==> src/rtl/riscv_ctrl_pkg.sv <==
// Shared encodings for the multicycle RV32I controller and its datapath:
// FSM states, opcodes, and every control-field encoding the datapath decodes.
package riscv_ctrl_pkg;

  typedef enum logic [3:0] {
    S_FETCH,
    S_DECODE,
    S_MEMADR,
    S_MEMREAD,
    S_MEMWB,
    S_MEMWRITE,
    S_EXECR,
    S_EXECI,
    S_ALUWB,
    S_BEQ,
    S_JAL
  } state_e;

  localparam logic [6:0] OP_LOAD   = 7'b0000011;
  localparam logic [6:0] OP_STORE  = 7'b0100011;
  localparam logic [6:0] OP_RTYPE  = 7'b0110011;
  localparam logic [6:0] OP_ITYPE  = 7'b0010011;
  localparam logic [6:0] OP_BRANCH = 7'b1100011;
  localparam logic [6:0] OP_JAL    = 7'b1101111;

  typedef enum logic [1:0] {
    ALUOP_ADD   = 2'b00,
    ALUOP_SUB   = 2'b01,
    ALUOP_FUNCT = 2'b10
  } alu_op_e;

  localparam logic [2:0] ALU_ADD = 3'b000;
  localparam logic [2:0] ALU_SUB = 3'b001;
  localparam logic [2:0] ALU_AND = 3'b010;
  localparam logic [2:0] ALU_OR  = 3'b011;
  localparam logic [2:0] ALU_SLT = 3'b101;

  localparam logic [1:0] IMM_I = 2'b00;
  localparam logic [1:0] IMM_S = 2'b01;
  localparam logic [1:0] IMM_B = 2'b10;
  localparam logic [1:0] IMM_J = 2'b11;

  localparam logic [1:0] SRCA_PC    = 2'b00;
  localparam logic [1:0] SRCA_OLDPC = 2'b01;
  localparam logic [1:0] SRCA_REG   = 2'b10;

  localparam logic [1:0] SRCB_REG  = 2'b00;
  localparam logic [1:0] SRCB_IMM  = 2'b01;
  localparam logic [1:0] SRCB_FOUR = 2'b10;

  localparam logic [1:0] RES_ALUOUT    = 2'b00;
  localparam logic [1:0] RES_DATA      = 2'b01;
  localparam logic [1:0] RES_ALURESULT = 2'b10;

  // Immediate format depends only on the opcode, so the datapath sees it in every state.
  function automatic logic [1:0] imm_src_for(input logic [6:0] op);
    case (op)
      OP_STORE:  return IMM_S;
      OP_BRANCH: return IMM_B;
      OP_JAL:    return IMM_J;
      default:   return IMM_I;
    endcase
  endfunction

endpackage

==> src/rtl/multicycle_controller_if.sv <==
// Controller <-> datapath/memory bundle: instruction fields and status in,
// mux selects, enables and memory handshake out.
interface multicycle_controller_if;

  logic [6:0] op;
  logic [2:0] funct3;
  logic       funct7b5;
  logic       Zero;
  logic       mem_ready;

  logic       mem_req;
  logic       MemWrite;
  logic       AdrSrc;
  logic       IRWrite;
  logic       PCWrite;
  logic       RegWrite;
  logic [1:0] ImmSrc;
  logic [1:0] ALUSrcA;
  logic [1:0] ALUSrcB;
  logic [1:0] ResultSrc;
  logic [2:0] ALUControl;
  logic       illegal_instr;

  modport master (
    input  op, funct3, funct7b5, Zero, mem_ready,
    output mem_req, MemWrite, AdrSrc, IRWrite, PCWrite, RegWrite,
           ImmSrc, ALUSrcA, ALUSrcB, ResultSrc, ALUControl, illegal_instr
  );

  modport slave (
    output op, funct3, funct7b5, Zero, mem_ready,
    input  mem_req, MemWrite, AdrSrc, IRWrite, PCWrite, RegWrite,
           ImmSrc, ALUSrcA, ALUSrcB, ResultSrc, ALUControl, illegal_instr
  );

endinterface

==> src/rtl/alu_decoder.sv <==
// Maps the FSM's coarse ALUOp plus instruction funct bits onto the ALU operation code.
module alu_decoder
  import riscv_ctrl_pkg::*;
(
  input  alu_op_e    alu_op_i,
  input  logic [2:0] funct3_i,
  input  logic       op_b5_i,
  input  logic       funct7b5_i,
  output logic [2:0] alu_control_o
);

  always_comb begin
    alu_control_o = ALU_ADD;
    case (alu_op_i)
      ALUOP_ADD: alu_control_o = ALU_ADD;
      ALUOP_SUB: alu_control_o = ALU_SUB;
      ALUOP_FUNCT: begin
        case (funct3_i)
          // Only R-type (op[5]=1) uses bit 30 for sub; addi must never become sub.
          3'b000:  alu_control_o = (op_b5_i && funct7b5_i) ? ALU_SUB : ALU_ADD;
          3'b010:  alu_control_o = ALU_SLT;
          3'b110:  alu_control_o = ALU_OR;
          3'b111:  alu_control_o = ALU_AND;
          default: alu_control_o = ALU_ADD;
        endcase
      end
      default: alu_control_o = ALU_ADD;
    endcase
  end

endmodule

==> src/rtl/multicycle_controller.sv <==
// Multicycle RV32I-subset control FSM: registered state, combinational control
// outputs, wait-state aware handshake with the unified memory port.
module multicycle_controller
  import riscv_ctrl_pkg::*;
(
  input  logic                    clk,
  input  logic                    reset_n,
  multicycle_controller_if.master ctrl
);

  state_e     state_q, state_d;
  alu_op_e    alu_op;
  logic [2:0] alu_control;

  logic       mem_req, mem_write, adr_src, ir_write, pc_write, reg_write, illegal;
  logic [1:0] src_a, src_b, result_src;

  // NOTE: sequential state uses non-blocking assignments so every flop samples pre-edge values.
  always_ff @(posedge clk or negedge reset_n) begin
    if (!reset_n) state_q <= S_FETCH;
    else          state_q <= state_d;
  end

  always_comb begin
    // NOTE: every output gets a default first so no path through the case infers a latch.
    state_d    = state_q;
    mem_req    = 1'b0;
    mem_write  = 1'b0;
    adr_src    = 1'b0;
    ir_write   = 1'b0;
    pc_write   = 1'b0;
    reg_write  = 1'b0;
    illegal    = 1'b0;
    src_a      = SRCA_PC;
    src_b      = SRCB_REG;
    result_src = RES_ALUOUT;
    alu_op     = ALUOP_ADD;

    case (state_q)
      S_FETCH: begin
        mem_req    = 1'b1;
        src_b      = SRCB_FOUR;
        result_src = RES_ALURESULT;
        ir_write   = ctrl.mem_ready;
        pc_write   = ctrl.mem_ready;
        if (ctrl.mem_ready) state_d = S_DECODE;
      end
      S_DECODE: begin
        src_a = SRCA_OLDPC;
        src_b = SRCB_IMM;
        case (ctrl.op)
          OP_LOAD, OP_STORE: state_d = S_MEMADR;
          OP_RTYPE:          state_d = S_EXECR;
          OP_ITYPE:          state_d = S_EXECI;
          OP_BRANCH:         state_d = S_BEQ;
          OP_JAL:            state_d = S_JAL;
          default: begin
            state_d = S_FETCH;
            illegal = 1'b1;
          end
        endcase
      end
      S_MEMADR: begin
        src_a = SRCA_REG;
        src_b = SRCB_IMM;
        case (ctrl.op)
          OP_LOAD:  state_d = S_MEMREAD;
          OP_STORE: state_d = S_MEMWRITE;
          default:  state_d = S_FETCH;
        endcase
      end
      S_MEMREAD: begin
        mem_req = 1'b1;
        adr_src = 1'b1;
        if (ctrl.mem_ready) state_d = S_MEMWB;
      end
      S_MEMWB: begin
        result_src = RES_DATA;
        reg_write  = 1'b1;
        state_d    = S_FETCH;
      end
      S_MEMWRITE: begin
        // The write strobe stays up through wait states; memory commits on mem_ready.
        mem_req   = 1'b1;
        adr_src   = 1'b1;
        mem_write = 1'b1;
        if (ctrl.mem_ready) state_d = S_FETCH;
      end
      S_EXECR: begin
        src_a   = SRCA_REG;
        src_b   = SRCB_REG;
        alu_op  = ALUOP_FUNCT;
        state_d = S_ALUWB;
      end
      S_EXECI: begin
        src_a   = SRCA_REG;
        src_b   = SRCB_IMM;
        alu_op  = ALUOP_FUNCT;
        state_d = S_ALUWB;
      end
      S_ALUWB: begin
        result_src = RES_ALUOUT;
        reg_write  = 1'b1;
        state_d    = S_FETCH;
      end
      S_BEQ: begin
        src_a      = SRCA_REG;
        src_b      = SRCB_REG;
        alu_op     = ALUOP_SUB;
        result_src = RES_ALUOUT;
        pc_write   = ctrl.Zero;
        state_d    = S_FETCH;
      end
      S_JAL: begin
        // PC takes the target latched in DECODE; ALU meanwhile forms OldPC+4 for rd.
        src_a      = SRCA_OLDPC;
        src_b      = SRCB_FOUR;
        result_src = RES_ALUOUT;
        pc_write   = 1'b1;
        state_d    = S_ALUWB;
      end
      default: state_d = S_FETCH;
    endcase
  end

  alu_decoder u_alu_decoder (
    .alu_op_i      (alu_op),
    .funct3_i      (ctrl.funct3),
    .op_b5_i       (ctrl.op[5]),
    .funct7b5_i    (ctrl.funct7b5),
    .alu_control_o (alu_control)
  );

  // Enables are gated by reset itself so nothing commits while reset is held.
  assign ctrl.mem_req       = mem_req;
  assign ctrl.MemWrite      = mem_write & reset_n;
  assign ctrl.AdrSrc        = adr_src;
  assign ctrl.IRWrite       = ir_write  & reset_n;
  assign ctrl.PCWrite       = pc_write  & reset_n;
  assign ctrl.RegWrite      = reg_write & reset_n;
  assign ctrl.illegal_instr = illegal;
  assign ctrl.ImmSrc        = imm_src_for(ctrl.op);
  assign ctrl.ALUSrcA       = src_a;
  assign ctrl.ALUSrcB       = src_b;
  assign ctrl.ResultSrc     = result_src;
  assign ctrl.ALUControl    = alu_control;

endmodule

==> src/flat_wrapper.sv <==
// flat-port wrapper written by rule: the top's interface ports become plain ports
module multicycle_controller_flat import riscv_ctrl_pkg::*;
  (clk, reset_n, ctrl_op, ctrl_funct3, ctrl_funct7b5, ctrl_Zero, ctrl_mem_ready, ctrl_mem_req, ctrl_MemWrite, ctrl_AdrSrc, ctrl_IRWrite, ctrl_PCWrite, ctrl_RegWrite, ctrl_ImmSrc, ctrl_ALUSrcA, ctrl_ALUSrcB, ctrl_ResultSrc, ctrl_ALUControl, ctrl_illegal_instr);
  multicycle_controller_if ctrl_i ();
  input  logic clk;
  input  logic reset_n;
  input wire logic [$bits(ctrl_i.op)-1:0] ctrl_op;
  input wire logic [$bits(ctrl_i.funct3)-1:0] ctrl_funct3;
  input wire logic [$bits(ctrl_i.funct7b5)-1:0] ctrl_funct7b5;
  input wire logic [$bits(ctrl_i.Zero)-1:0] ctrl_Zero;
  input wire logic [$bits(ctrl_i.mem_ready)-1:0] ctrl_mem_ready;
  output wire logic [$bits(ctrl_i.mem_req)-1:0] ctrl_mem_req;
  output wire logic [$bits(ctrl_i.MemWrite)-1:0] ctrl_MemWrite;
  output wire logic [$bits(ctrl_i.AdrSrc)-1:0] ctrl_AdrSrc;
  output wire logic [$bits(ctrl_i.IRWrite)-1:0] ctrl_IRWrite;
  output wire logic [$bits(ctrl_i.PCWrite)-1:0] ctrl_PCWrite;
  output wire logic [$bits(ctrl_i.RegWrite)-1:0] ctrl_RegWrite;
  output wire logic [$bits(ctrl_i.ImmSrc)-1:0] ctrl_ImmSrc;
  output wire logic [$bits(ctrl_i.ALUSrcA)-1:0] ctrl_ALUSrcA;
  output wire logic [$bits(ctrl_i.ALUSrcB)-1:0] ctrl_ALUSrcB;
  output wire logic [$bits(ctrl_i.ResultSrc)-1:0] ctrl_ResultSrc;
  output wire logic [$bits(ctrl_i.ALUControl)-1:0] ctrl_ALUControl;
  output wire logic [$bits(ctrl_i.illegal_instr)-1:0] ctrl_illegal_instr;
  assign ctrl_i.op = ctrl_op;
  assign ctrl_i.funct3 = ctrl_funct3;
  assign ctrl_i.funct7b5 = ctrl_funct7b5;
  assign ctrl_i.Zero = ctrl_Zero;
  assign ctrl_i.mem_ready = ctrl_mem_ready;
  assign ctrl_mem_req = ctrl_i.mem_req;
  assign ctrl_MemWrite = ctrl_i.MemWrite;
  assign ctrl_AdrSrc = ctrl_i.AdrSrc;
  assign ctrl_IRWrite = ctrl_i.IRWrite;
  assign ctrl_PCWrite = ctrl_i.PCWrite;
  assign ctrl_RegWrite = ctrl_i.RegWrite;
  assign ctrl_ImmSrc = ctrl_i.ImmSrc;
  assign ctrl_ALUSrcA = ctrl_i.ALUSrcA;
  assign ctrl_ALUSrcB = ctrl_i.ALUSrcB;
  assign ctrl_ResultSrc = ctrl_i.ResultSrc;
  assign ctrl_ALUControl = ctrl_i.ALUControl;
  assign ctrl_illegal_instr = ctrl_i.illegal_instr;
  multicycle_controller u_core (.clk(clk), .reset_n(reset_n), .ctrl(ctrl_i));
endmodule
==> config.mk <==
export PLATFORM = sky130hd
export DESIGN_NAME = multicycle_controller_flat
export DESIGN_NICKNAME = d
export VERILOG_FILES = /design/src/rtl/riscv_ctrl_pkg.sv /design/src/rtl/multicycle_controller_if.sv /design/src/rtl/alu_decoder.sv /design/src/rtl/multicycle_controller.sv /design/src/flat_wrapper.sv
export SDC_FILE = /design/constraint.sdc
export NUM_CORES = 1
export LEC_CHECK = 0
export BUFFER_PORTS_ARGS = -buffer_cell sky130_fd_sc_hd__buf_2
export CORE_MARGIN = 10
export CORE_UTILIZATION = 45
export CTS_CLUSTER_SIZE = 28
export DETAILED_ROUTE_END_ITERATION = 7
export PLACE_DENSITY = 0.87
export SYNTH_ARGS = -nofsm -noshare
export SYNTH_HDL_FRONTEND = slang
export SYNTH_SLANG_ARGS = --single-unit
==> constraint.sdc <==
create_clock -name clk -period 2.7 [get_ports clk]
set_clock_uncertainty 0.05 [all_clocks]
set_input_delay 0.135 -clock clk [delete_from_list [all_inputs] [get_ports clk]]
set_output_delay 0.135 -clock clk [all_outputs]
set_load 0.005 [all_outputs]
### Word level (Yosys, flattened, before mapping)

Cells that the tools add are included.

| storage, ports and cells | value |
|---|---|
| register bits after elaboration | 4 |
| bits of input ports | 15 |
| output and inout bits | 18 |
| word-level logic and storage cells | 66 |

| cells by class | value |
|---|---|
| equality and inequality tests | 24 |
| muxes and demuxes | 22 |
| bitwise logic cells | 4 |
| reduce and logical (&&, ||, !) cells | 15 |

Operators by type and width:

| kind | number |
|---|---|
| 4-bit one-hot mux with 6 select lines | 1 |
| 4-bit one-hot mux with 5 select lines | 1 |
| 4-bit by 3-bit == test with 1-bit output (second input constant) | 4 |
| 2-bit one-hot mux with 2 select lines | 4 |
| 7-bit by 6-bit == test with 1-bit output (second input constant) | 2 |
| 7-bit == test (second input constant) | 2 |
| 4-bit == test (second input constant) | 3 |
| 4-bit two-way mux | 3 |
| 3-bit one-hot mux with 2 select lines | 2 |
| 3-bit one-hot mux with 4 select lines | 1 |
| 2-bit OR reduction | 6 |
| 3-bit OR reduction | 3 |
| 4-bit by 2-bit == test with 1-bit output (second input constant) | 2 |
| 1-bit two-way mux | 8 |
| 7-bit by 2-bit == test with 1-bit output (second input constant) | 1 |
| 7-bit by 5-bit == test with 1-bit output (second input constant) | 1 |
| 3-bit == test (second input constant) | 2 |
| 2-bit != test (second input constant) | 3 |
| 2-bit one-hot mux with 3 select lines | 1 |
| 6-bit OR reduction | 1 |
| 1-bit AND | 4 |
| 4-bit by 1-bit == test with 1-bit output (second input constant) | 1 |
| 4-bit logical NOT | 1 |
| 4-bit OR reduction | 1 |
| other kinds (7) | 7 |

### Longest topological paths before layout

| logic depth | value |
|---|---|
| word-level depth | 5 |
| mapped depth | 8 |
| gate-level depth less buffers | 7 |

### Hierarchy

Synthesis repeated with hierarchy kept, for this count alone.

| unflattened totals | value |
|---|---|
| cells, all modules | 97 |
| area total of the unflattened synthesis | 704.4 um2 |

Modules (own cells, without submodules):

| module | instances | cells each | area each (um2) | seq. area each (um2) |
|---|---|---|---|---|
| multicycle_controller | 1 | 86 | 608.1 | 100.1 |
| alu_decoder | 1 | 11 | 96.3 | 0.0 |

### Least setup slack after synthesis

No wires, ideal clock.

| path | value |
|---|---|
| path kind | reg-to-output |
| from | register u_core.state_q[2] |
| to | output ctrl_ALUControl[2] |
| arrival time | 1647 ps |
| required time | 2515 ps |
| setup slack | 868 ps |
| stages on the path, launching flop included | 8 |
| buffers on the path | 1 |
| cell sequence | dfrtp_1 buf_1 inv_1 nor2_1 and2_1 inv_1 ha_1 nor4_1 |

| between the ends | value |
|---|---|
| cells in the longest elaborated chain, start to end | 5 |
| elaborated cells between the ends (all ways) | 8 |
| classes of those cells | eq/ne: 5; mux: 2; reduce/logical: 1 |

RTL lines:

| element | RTL line | source |
|---|---|---|
| from (decl) | multicycle_controller.sv:11 | `state_e state_q, state_d;` |
| from (signal assigned) | multicycle_controller.sv:21 | `else state_q <= state_d;` |
| 4-bit by 3-bit == test with 1-bit output | multicycle_controller.sv:39 | `case (state_q)` |
| 2-bit OR reduction (no source line) | - |  |
| 2-bit one-hot mux with 2 select lines * | multicycle_controller.sv:39 |  |
| 2-bit == test or 2-bit by 1-bit == test with 1-bit output (tied branches) | alu_decoder.sv:14 | `case (alu_op_i)` |
| 3-bit one-hot mux with 2 select lines * | alu_decoder.sv:14 |  |
| to (decl) | flat_wrapper.sv:22 | `output wire logic [$bits(ctrl_i.ALUControl)-1:0] ctrl_ALUControl;` |

Every way passes the cells marked *; elsewhere a longest branch is shown, timed or not.

### Worst setup path in the final report

Same ends and word-level chain as after synthesis.

==> metrics <==
initial antenna violation count 0; Regs by FF count u_core.state_q (4); number of global-route vias before repair 709; sw frac 0.3236; Vias 746; wire per inst 13.18 um; area share of fa/ha/maj cells after synthesis 0.03937; register area share after synthesis 0.1575; Antenna Violating Nets Remaining 0; Period Utilization, post-route 0.8133; WHS 0.1857 ns; core area 0.001318 sq mm; Nets 141; simple-gate share of the synthesized area 0.3996; P_leak 0.0004168 uW; # Post-CTS Setup Buffers 0; Port-buffer cells 32; maximum vdd drop 0.1628 mV; clk buf depth 2; grt met1 use 0.1230; Clock Sinks 4; Synth Net Count 110; commonest non-fill, non-tap cell in the layout buf_2; xor/xnor share of the synthesized area 0.05512; Synth cell types 39; Clock transition at path regs 0.04 ns; max reg flops 4; all-layer global routing usage 0.1093; Most Used Layer, Global Route met2; switching power 72.05 uW; Comb pwr share 0.342; startpoint types flip-flop; initial DRC count 18; pin count of the biggest net entering global routing 18; Skew-Pair Late Insertion Delay 0.24 ns; Final setup viols 0; Synth Area in Compound Gates 0.2323; Die Ht 57.58 um; Cell Area, Synth 635.6 sq um; H-tree depth 1; Core Rows 13; first-pass GRT wire length 3029 um; CP endpoint kind primary output; ant diodes 0; clock power share 0.333; mux cell area share after synthesis 0.03346; internal power 150.6 uW; final WL 1806 um; critical-path maximum fanout 12; Worst-Margin Slew 0.5682 ns; Hold Violations, Final 0; GPL Wtd Cong 0.8322; io pins 33; DRC viols 0; grt met3 use 0.03319; Max Slew Vio Count 0; Max Freq 455.4 MHz; Max Cap Violations 0; pwr dens 272.5 mW/mm^2; Fin Setup TNS 0 ns; status finished, final reports clean; minimum clock period 2.196 ns; HPWL after detailed placement 1441 um; share of cells above drive strength 1 0.3279; RSZ-0062 raised after global routing no; number of vias per cell 5.445; Die ar. 0.003315 sq mm; total gr overflow 0; Arr. time, crit path 2.01 ns; Pre-antenna DRT Iters 4; Syn Inst Count 93; CTS tree built; Ys Warns 0; Syn-to-layout area delta 28.54%; CP Data Required Time 2.52 ns; Root Driver clkbuf_4; Top reg by flops u_core.state_q; Seq pwr share 0.325; Num CTS Buffers 3; min-delay worst type input port to async pin; Initial Utilization 0.4824; Slew HR 0.6212; Post-Syn Area per Cell 6.835 sq um; Crit Path Class flip-flop to primary output; DIE WIDTH 57.58 um; largest family of logic cells by synthesized area simple AND/OR/NAND/NOR gates; most frequent cells in the layout buf_2, nor2_1, nand2_1; GR met2 Demand/Resource 0.1779; number of synthesized register bits 4
[routing by layer]
metal / share of wire / vias to the layer above
met2: 0.48 / 22
met4: 0.018 / 0
met3: 0.054 / 4
li1: - / 386
met1: 0.45 / 334
met5: 0 / -
[synthesized netlist by cell type]
| cell type | count | area share |
|---|---|---|
| nor2_1 | 11 | 0.065 |
| nand2_1 | 8 | 0.047 |
| inv_1 | 6 | 0.035 |
| nand2b_1 | 5 | 0.049 |
| nor3_1 | 5 | 0.039 |
| o21ai_0 | 5 | 0.039 |
| dfrtp_1 | 4 | 0.16 |
| a21oi_1 | 3 | 0.024 |
| and3_1 | 3 | 0.030 |
| buf_2 | 3 | 0.024 |
| nand3_1 | 3 | 0.024 |
| a31oi_1 | 2 | 0.020 |
| buf_1 | 2 | 0.012 |
| clkbuf_1 | 2 | 0.012 |
| ha_1 | 2 | 0.039 |
| nor4_1 | 2 | 0.020 |
| o21a_1 | 2 | 0.024 |
| or3_1 | 2 | 0.020 |
| xnor2_1 | 2 | 0.028 |
| xor2_1 | 2 | 0.028 |
| a211oi_1 | 1 | 0.012 |
| a21o_1 | 1 | 0.012 |
| a311oi_1 | 1 | 0.014 |
| a41oi_1 | 1 | 0.014 |
| and2_1 | 1 | 0.0098 |
| mux2_2 | 1 | 0.018 |
| mux2i_1 | 1 | 0.016 |
| nand2b_4 | 1 | 0.022 |
| nand3b_1 | 1 | 0.012 |
| nor2b_1 | 1 | 0.0098 |
| nor3_2 | 1 | 0.016 |
| nor3b_1 | 1 | 0.012 |
| o21ai_1 | 1 | 0.0079 |
| o21bai_1 | 1 | 0.012 |
| o32a_1 | 1 | 0.016 |
| o41ai_1 | 1 | 0.014 |
| o41ai_2 | 1 | 0.026 |
| or3_2 | 1 | 0.012 |
| or3b_1 | 1 | 0.014 |
[stage by stage]
step	utilization	setup slack (ns)	cell area, sq um	total power [uW]	cells
final	0.6201	0.5040	817.0	222.6	137
after global routing	0.6201	0.3857	817.0	243.2	137
after CTS	0.6201	0.5005	817.0	226.6	137
after detailed placement	0.5954	0.7612	784.5	148.7	133
after global placement	0.5954	0.8427	784.5	147.3	133
after floorplan	-	0.8682	635.6	114.2	93
[cell families after synthesis]
logic type	after synthesis
AOI/OAI and AO/OA	21
xor gates and xnor gates	4
adders and majority gates	2
buffers and inverters	13
DFF	4
muxes	2
and+or+nand+nor	47
[power groups by stage]
stage	sequential [uW]	combinational (uW)	clock, uW
3_5_place_dp	72.7	76.0	0
5_1_grt	73.4	86.8	83.0
3_3_place_gp	72.3	75.0	0
6_report	72.3	76.2	74.2
4_1_cts	72.1	77.6	76.9
2_1_floorplan	63.6	50.5	0
[critical path, cell delays in order, from the launching register on]
cell     delay, ns
dfrtp_1       0.57
inv_1         0.17
nor2_1        0.17
and2_1        0.17
inv_1         0.05
ha_1          0.28
nor4_1        0.20
buf_2         0.16
[worst paths after layout]
check	from	to	slack, ns	depth (start not counted)
max reg2reg	u_core.state_q[0]	u_core.state_q[0]	0.90	4
min reg2reg	u_core.state_q[2]	u_core.state_q[1]	0.66	1
min	reset_n	u_core.state_q[2]	0.19	2
max in group asynchronous	reset_n	u_core.state_q[0]	2.26	2
min in group clk	ctrl_op[6]	u_core.state_q[3]	0.19	3
max	u_core.state_q[2]	ctrl_ALUControl[2]	0.50	7
[layout make-up]
cell class / instances / area (sq um)
fill: 127 / 500.5
multi-input combinational: 76 / 483.0
tap: 15 / 18.77
inverter: 6 / 22.52
clock buffer: 3 / 22.52
sequential: 4 / 100.1
timing repair buffer: 33 / 170.2
[what timing repair did]
item / 4_1_cts / 5_1_grt
hold buffers: 1 / 0
resized for setup: 0 / 0
hold endpoints to repair: 4 / 0
endpoints found under the setup margin: 0 / 0
No activity file was read; power rests on OpenSTA's default activity.
